[src/rtl/nibble_div_pkg.sv]
// Shared types and default widths for the nibble divider.
package nibble_div_pkg;

    localparam int DIVIDEND_W_DEF = 8;
    localparam int DIVISOR_W_DEF  = 4;

    typedef enum logic [1:0] {
        IDLE = 2'd0,
        RUN  = 2'd1,
        DONE = 2'd2
    } state_t;

endpackage

[src/rtl/nibble_div_step.sv]
// One restoring-division step: compare the shifted partial remainder
// against the divisor and subtract when it fits.
module nibble_div_step #(
    parameter int W = 4
) (
    input  logic [W:0]   i_rem,
    input  logic [W-1:0] i_dvs,
    output logic [W:0]   o_rem,
    output logic         o_qbit
);

    logic [W:0] w_dvs_ext;
    logic       w_ge;

    assign w_dvs_ext = {1'b0, i_dvs};
    assign w_ge      = (i_rem >= w_dvs_ext);
    assign o_qbit    = w_ge;
    assign o_rem     = w_ge ? (i_rem - w_dvs_ext) : i_rem;

endmodule

[src/rtl/nibble_divider.sv]
// Multi-cycle restoring divider, one quotient bit per cycle, MSB first.
// Define NIBBLE_DIV_ZERO_DETECT_EN to short-cut zero divisors with div_zero.
module nibble_divider
    import nibble_div_pkg::*;
#(
    parameter int DIVIDEND_W = DIVIDEND_W_DEF,
    parameter int DIVISOR_W  = DIVISOR_W_DEF
) (
    input  logic                  clk,
    input  logic                  rst_n,
    input  logic                  start,
    input  logic [DIVIDEND_W-1:0] dividend,
    input  logic [DIVISOR_W-1:0]  divisor,
    output logic                  busy,
    output logic                  done,
    output logic [DIVIDEND_W-1:0] quotient,
    output logic [DIVISOR_W-1:0]  remainder,
    output logic                  div_zero
);

    localparam int CNT_W = (DIVIDEND_W > 1) ? $clog2(DIVIDEND_W) : 1;

    state_t                r_state;
    logic                  r_busy;
    logic                  r_done;
    logic [DIVIDEND_W-1:0] r_dvd;
    logic [DIVISOR_W-1:0]  r_dvs;
    logic [DIVISOR_W:0]    r_prem;
    logic [DIVIDEND_W-1:0] r_q;
    logic [CNT_W-1:0]      r_cnt;
    logic [DIVIDEND_W-1:0] r_quot;
    logic [DIVISOR_W-1:0]  r_rem;

    logic [DIVISOR_W:0]    w_shift;
    logic [DIVISOR_W:0]    w_next;
    logic                  w_qbit;
    logic [DIVIDEND_W-1:0] w_q_next;

    // Top bit of the partial remainder falls off as the next dividend bit enters
    assign w_shift  = (DIVISOR_W+1)'({r_prem, r_dvd[DIVIDEND_W-1]});
    assign w_q_next = DIVIDEND_W'({r_q, w_qbit});

    nibble_div_step #(
        .W (DIVISOR_W)
    ) u_step (
        .i_rem  (w_shift),
        .i_dvs  (r_dvs),
        .o_rem  (w_next),
        .o_qbit (w_qbit)
    );

`ifdef NIBBLE_DIV_ZERO_DETECT_EN
    logic r_dz;
    logic r_zpend;
    assign div_zero = r_dz;
`else
    assign div_zero = 1'b0;
`endif

    assign busy      = r_busy;
    assign done      = r_done;
    assign quotient  = r_quot;
    assign remainder = r_rem;

    always_ff @(posedge clk or negedge rst_n) begin
        if (!rst_n) begin
            r_state <= IDLE;
            r_busy  <= 1'b0;
            r_done  <= 1'b0;
            r_dvd   <= '0;
            r_dvs   <= '0;
            r_prem  <= '0;
            r_q     <= '0;
            r_cnt   <= '0;
            r_quot  <= '0;
            r_rem   <= '0;
`ifdef NIBBLE_DIV_ZERO_DETECT_EN
            r_dz    <= 1'b0;
            r_zpend <= 1'b0;
`endif
        end else begin
            r_done <= 1'b0;
            unique case (r_state)
                IDLE, DONE: begin
                    if (start) begin
                        r_state <= RUN;
                        r_busy  <= 1'b1;
                        r_dvd   <= dividend;
                        r_dvs   <= divisor;
                        r_prem  <= '0;
                        r_q     <= '0;
                        r_cnt   <= CNT_W'(DIVIDEND_W - 1);
`ifdef NIBBLE_DIV_ZERO_DETECT_EN
                        r_zpend <= (divisor == '0);
`endif
                    end else begin
                        r_state <= IDLE;
                    end
                end
                RUN: begin
`ifdef NIBBLE_DIV_ZERO_DETECT_EN
                    if (r_zpend) begin
                        r_state <= DONE;
                        r_busy  <= 1'b0;
                        r_done  <= 1'b1;
                        r_quot  <= '1;
                        r_rem   <= '0;
                        r_dz    <= 1'b1;
                        r_zpend <= 1'b0;
                    end else
`endif
                    begin
                        r_prem <= w_next;
                        r_dvd  <= r_dvd << 1;
                        r_q    <= w_q_next;
                        if (r_cnt == '0) begin
                            r_state <= DONE;
                            r_busy  <= 1'b0;
                            r_done  <= 1'b1;
                            r_quot  <= w_q_next;
                            r_rem   <= w_next[DIVISOR_W-1:0];
`ifdef NIBBLE_DIV_ZERO_DETECT_EN
                            r_dz    <= 1'b0;
`endif
                        end else begin
                            r_cnt <= r_cnt - 1'b1;
                        end
                    end
                end
                default: begin
                    r_state <= IDLE;
                    r_busy  <= 1'b0;
                end
            endcase
        end
    end

endmodule

[config.mk]
export PLATFORM = sky130hd
export DESIGN_NAME = nibble_divider
export DESIGN_NICKNAME = d
export VERILOG_FILES = /design/src/rtl/nibble_div_pkg.sv /design/src/rtl/nibble_div_step.sv /design/src/rtl/nibble_divider.sv
export SDC_FILE = /design/constraint.sdc
export NUM_CORES = 1
export LEC_CHECK = 0
export CORE_MARGIN = 4
export CORE_UTILIZATION = 25
export CTS_BUF_LIST = sky130_fd_sc_hd__clkbuf_4
export DETAILED_ROUTE_END_ITERATION = 16
export GPL_ROUTABILITY_DRIVEN = 1
export PLACE_DENSITY = 0.55
export SETUP_SLACK_MARGIN = 0.5
export SYNTH_ARGS = -nofsm -noshare
export SYNTH_HDL_FRONTEND = slang
export SYNTH_SLANG_ARGS = --single-unit
[constraint.sdc]
create_clock -name clk -period 2.3 [get_ports clk]
set_input_delay 0.23 -clock clk [delete_from_list [all_inputs] [get_ports clk]]
set_output_delay 0.23 -clock clk [all_outputs]
set_load 0.03 [all_outputs]
# Word-level counts from Yosys, hierarchy flattened

Index checks and enable logic that the tools add are counted.
W data, S select, Z words.

Add/subtract/negate cells: 2
Multiply operators: 0
Divide/modulo/power cells: 0
$lt $le $gt $ge: 1
Eq/ne operators: 5
Shift operators: 0
Mux-type cells: 18
Bitwise gates (word level): 0
Reduce and logical (&&, ||, !) cells: 9

Operator list:

| cell                  | count |
|---|---|
| $pmux W8 S2           | 1 |
| $pmux W7 S2           | 1 |
| $mux W4               | 2 |
| $mux W8               | 1 |
| $pmux W4 S2           | 1 |
| $reduce_and A2 Y1     | 4 |
| $mux W7               | 1 |
| $mux W3               | 2 |
| $ne A2 B2 Y1 const B  | 3 |
| $pmux W3 S2           | 1 |
| $ge A5 B4 Y1          | 1 |
| $mux W1               | 5 |
| $pmux W2 S2           | 1 |
| $sub A4 B4 Y4         | 1 |
| $logic_not A3 Y1      | 1 |
| $reduce_and A3 Y1     | 1 |
| $sub A3 B1 Y3 const B | 1 |
| $eq A2 B1 Y1 const B  | 1 |
| $eq A2 B2 Y1 const B  | 1 |
| $logic_not A2 Y1      | 1 |
| $mux W2               | 1 |
| $pmux W1 S2           | 1 |
| $reduce_bool A2 Y1    | 1 |
| $reduce_or A2 Y1      | 1 |

Register bits after elaboration: 42
Bits in latches: 0
Bits in writable memories: 0
Memory bits (read-only): 0
Input bits: 15
Output and inout bits: 15
Word-level logic and storage cells: 45
Memories kept: 0

# Logic depth before layout (Yosys ltp)

Depth after elaboration: 4
Mapped depth: 7
Depth with buffers taken out: 7

# Hierarchy

A second synthesis with hierarchy kept.

Cells, all modules: 158
Area, all modules: 1930.6 µm²

Modules (own cells, without submodules):

| module          | times used | cells each | area each (µm²) | sequential area each (µm²) |
|---|---|---|---|---|
| nibble_divider  | 1          | 123        | 1682.9          | 1051.0 |
| nibble_div_step | 1          | 35         | 247.7           | 0.0 |

# Worst setup path before layout

No wires, ideal clock.

Kind: register -> register
Start point: register r_prem[1]
End point: register r_rem[0] (netlist: remainder[0])
Library setup time: 73 ps
Arrival time: 1688 ps
Required time: 2227 ps
Slack: 539 ps
Cell stages (with the launch flop): 7
Path buffers: 0
Clock period less this slack: 1761 ps
Cells stage by stage: dfrtp_1 > ha_1 > a21oi_1 > o21ai_2 > a21boi_4 > mux2_4 > a21oi_2

Longest elaborated chain between the ends: 2

RTL lines:

| what                     | RTL line              | text |
|---|---|---|
| start: declaration       | nibble_divider.sv:28  | `logic [DIVISOR_W:0] r_prem;` |
| start signal: assignment | nibble_divider.sv:113 | `r_prem <= w_next;` |
| $ge A5 B4 Y1             | nibble_div_step.sv:16 | `assign w_ge = (i_rem >= w_dvs_ext);` |
| $mux W4                  | nibble_div_step.sv:18 | `assign o_rem = w_ge ? (i_rem - w_dvs_ext) : i_rem;` |
| end signal: assignment   | nibble_divider.sv:121 | `r_rem <= w_next[DIVISOR_W-1:0];` |
| end: declaration         | nibble_divider.sv:32  | `logic [DIVISOR_W-1:0] r_rem;` |

Every way passes these cells.
A chain may end at the register's enable or synchronous reset.

# Worst setup path in the final report

Start point: register r_dvs[1]
End point: register r_rem[3] (netlist: remainder[3])

Longest elaborated chain between the ends: 2
Elaborated cells between the ends (all ways): 3
Classes of those cells: add/sub (1); order compare (1); mux (1)

RTL lines:

| what                                                 | RTL line                                     | text |
|---|---|---|
| start: declaration                                   | nibble_divider.sv:27                         | `logic [DIVISOR_W-1:0] r_dvs;` |
| start signal: assignment                             | nibble_divider.sv:89                         | `r_dvs <= divisor;` |
| $sub A4 B4 Y4 / $ge A5 B4 Y1 (equally long branches) | nibble_div_step.sv:18, nibble_div_step.sv:16 |  |
| $mux W4 *                                            | nibble_div_step.sv:18                        |  |

Mark *: on every way between the ends. The rest lies on a longest branch, timed or not.

==> reports/metrics.cfg <==
[status]
outcome=completed

[timing]
timing_worst_slew_pin_value_ns=0.902
final.period_utilization_pct=76.7
final-hold-violation-count=0
whs_ns=0.296
setup_violations=0
grt_setup_unrepaired=false
fin_worst_skew_ns=0.0113
fmax_mhz=567
maxSlewViolCount=0
relSlewSlack_pct=39.7
setup_total_negative_slack_ns=0
fin_crit_ns=1.76

[worst_setup_path]
crit_type=reg -> reg
critPathMaxStageDelay_ns=0.41
crit_chain=inv_1 > ha_4 > nor2b_1 > o221ai_1 > a31o_2 > o211ai_1 > mux2_2
reg2regPathDepth=7
crit_start=r_dvs[1]
worst-r2r-setup-slack_ns=0.54
timing.critical_path.to=remainder[3]
cp_data_required_time_ns=2.56
timing.critical_path.arrival_ns=2.02
crit_end_element=flip-flop
crit-reg2reg-launch=r_dvs[1]
cpMaxStageDelayCell=sky130_fd_sc_hd__dfrtp_1
worstPathMaxFanout=3
critPathLaunchType=flip-flop
worst_r2r_endpoint=remainder[3]

[place]
dpl.cell_count=297
hpwl_um=2750
port_buffers=28
gp_routability_congestion=0.817

[floorplan]
die-width_um=95.6
number_of_cell_rows=31
initial_core_util_pct=26.0
core_area_sq_um=7370
io_pins=30
die-area_sq_um=9140
die_h_um=95.6

[clock_network]
clock_latency_ns=0.36
clk_pin_slew_ns=0.13
clock_tree.htree_level_count=2
clock_sink_count=42
numCtsBuffers=5
clock-root-buffer=sky130_fd_sc_hd__clkbuf_4
cts_max_path_buffers=2
tritoncts_clock_tree=yes

[drt]
detail_route.vias_per_cell=4.34
drt_drc_violations_left=0
detailroute.via_count=1342
post_drt_wl_per_cell_um=12.7
postRouteWirelength_um=3930
drt_first_pass_iters=4
initialDrtViolationCount=50
antenna_left=0

[layout]
area_grow_syn2layout_pct=28.0
drive_gt1_share_pct=20.5
final_common_cell=sky130_fd_sc_hd__dfrtp_1
fillers=759
antennaDiodeCount=0
fin_nets=231
layout.cells.most_common_list=sky130_fd_sc_hd__dfrtp_1 (42), sky130_fd_sc_hd__nand2_1 (31), sky130_fd_sc_hd__clkdlybuf4s50_1 (27)
finalNonFillerCells=309

[grt]
grt_util_met2_pct=15.1
grt.busiest_layer=met2
met3_usage_pct=2.84
global_route_wire_length_before_repair_um=6350
grt_antenna_before_repair=0
grt_max_degree=29
grt_pass1_vias=1346
gr-usage-all-layers_pct=9.12
grt_remaining_overflow=0
met1_capacity_usage_during_global_routing_pct=11.0

[power_and_ir_drop]
power_per_cell_area_nw_per_um2=1630
cellLeakagePower_nw=1.06
peakVddDrop_mv=0.533

[job]
timing.max_cap.violations=0

[synthesis]
yosys_register_bits=42
synth_area_sq_um=1920
synthesis.yosys.warnings=0
synth.avg_cell_area_sq_um=11.0
number_of_nets_in_the_synthesized_netlist=197
synth_top_cell_area_share_pct=54.8
netlist.top_cell.by_area=sky130_fd_sc_hd__dfrtp_1
ys_types=34
synth.area.top_cells=sky130_fd_sc_hd__dfrtp_1 (55%), sky130_fd_sc_hd__nand2_1 (6.1%), sky130_fd_sc_hd__mux2_2 (4.7%)
syn-instance-count=175
synth_sequential_area_ratio_pct=54.8

[min_path]
path_category_of_the_worst_min_delay_check=in -> async

==> per-layer routing <==
layer  share of wire, %  wire [um]
met5                  0          0
met4                1.9         75
met3                3.9        155
met2                 50       1950
met1                 44       1750
==> through the flow <==
stage	area, sq um	utilization, %	setup slack (ns)	power, mW
floorplan	1920	-	0.539	2.76
global placement	2290	31.0	0.459	3.27
detailed placement	2290	31.0	0.412	3.30
CTS	2390	32.5	0.515	3.84
global route	2460	33.3	0.459	4.32
finish	2460	33.3	0.537	4.00
==> critical path, delay by kind of cell, from the launching register on <==
family / cells / cell delay [ns]
buffers and inverters: 1 / 0.12
adders and majority gates: 1 / 0.22
AOI/OAI and AO/OA: 3 / 0.49
muxes: 1 / 0.29
DFF: 1 / 0.41
and+or+nand+nor: 1 / 0.15
==> synth_stat cells, drive strengths merged <==
cell type,count
a21boi,2
nand3,2
ha,6
nand2b,3
nor2,14
dfrtp,42
nor3,1
a22o,8
mux2i,1
inv,7
buf,8
clkbuf,2
a21oi,6
fa,1
o21ai,11
o221ai,1
nor2b,4
a211o,1
a31o,1
conb,1
o211ai,2
a31oi,6
xnor2,2
mux2,10
nand2,31
nor3b,2
==> what timing repair did <==
action,in CTS,in global routing
endpoints found under the hold margin,14,0
hold buffers,1,0
gates resized for setup,2,8
pin swaps,1,4
setup endpoints to repair,6,8
buffers inserted,1,2
==> area by class of cell <==
| cell class | count | area [sq um] | area share [%] |
|---|---|---|---|
| repair buffers | 37 | 345 | 14.1 |
| multi-input cells | 116 | 828 | 33.7 |
| well taps | 99 | 124 | 5.04 |
| clock buffers | 6 | 45.0 | 1.83 |
| clock inverters | 2 | 37.5 | 1.53 |
| flip-flops and latches | 42 | 1050 | 42.8 |
| inverters | 7 | 26.3 | 1.07 |
==> report_power, final <==
| group | internal [mW] | switching, mW | total (mW) |
|---|---|---|---|
| registers | 1.08 | 0.215 | 1.30 |
| clock network | 0.241 | 0.248 | 0.490 |
| logic | 1.06 | 1.15 | 2.21 |
==> flip-flops by register name (all words and copies together) (netlist names) <==
| name | flops |
|---|---|
| quotient | 8 |
| r_dvd | 8 |
| r_q | 7 |
| r_dvs | 4 |
| r_prem | 4 |
| remainder | 4 |
| r_cnt | 3 |
| r_state | 2 |
| busy | 1 |
| done | 1 |
==> worst min path at each step <==
stage               cells past startpoint        to   from  slack (ns)
finish                                  2  r_dvs[1]  rst_n        0.30
global route                            2  r_dvs[1]  rst_n        0.33
global placement                        1  r_dvs[3]  rst_n        0.16
floorplan                               0      busy  rst_n       -0.07
detailed placement                      1  r_dvs[1]  rst_n        0.16
CTS                                     2  r_dvs[1]  rst_n        0.31
==> cells by family after synthesis <==
family                     after synthesis  share of synthesized area, %
xor gates and xnor gates                 2                         0.913
DFF                                     42                          54.8
and+or+nand+nor                         57                          12.9
muxes                                   11                          6.78
adders and majority gates                7                          4.95
AOI/OAI and AO/OA                       38                          14.5
buffers and inverters                   17                          4.95
other                                    1                         0.195
Note: power is estimated with default switching activity, not from simulation.
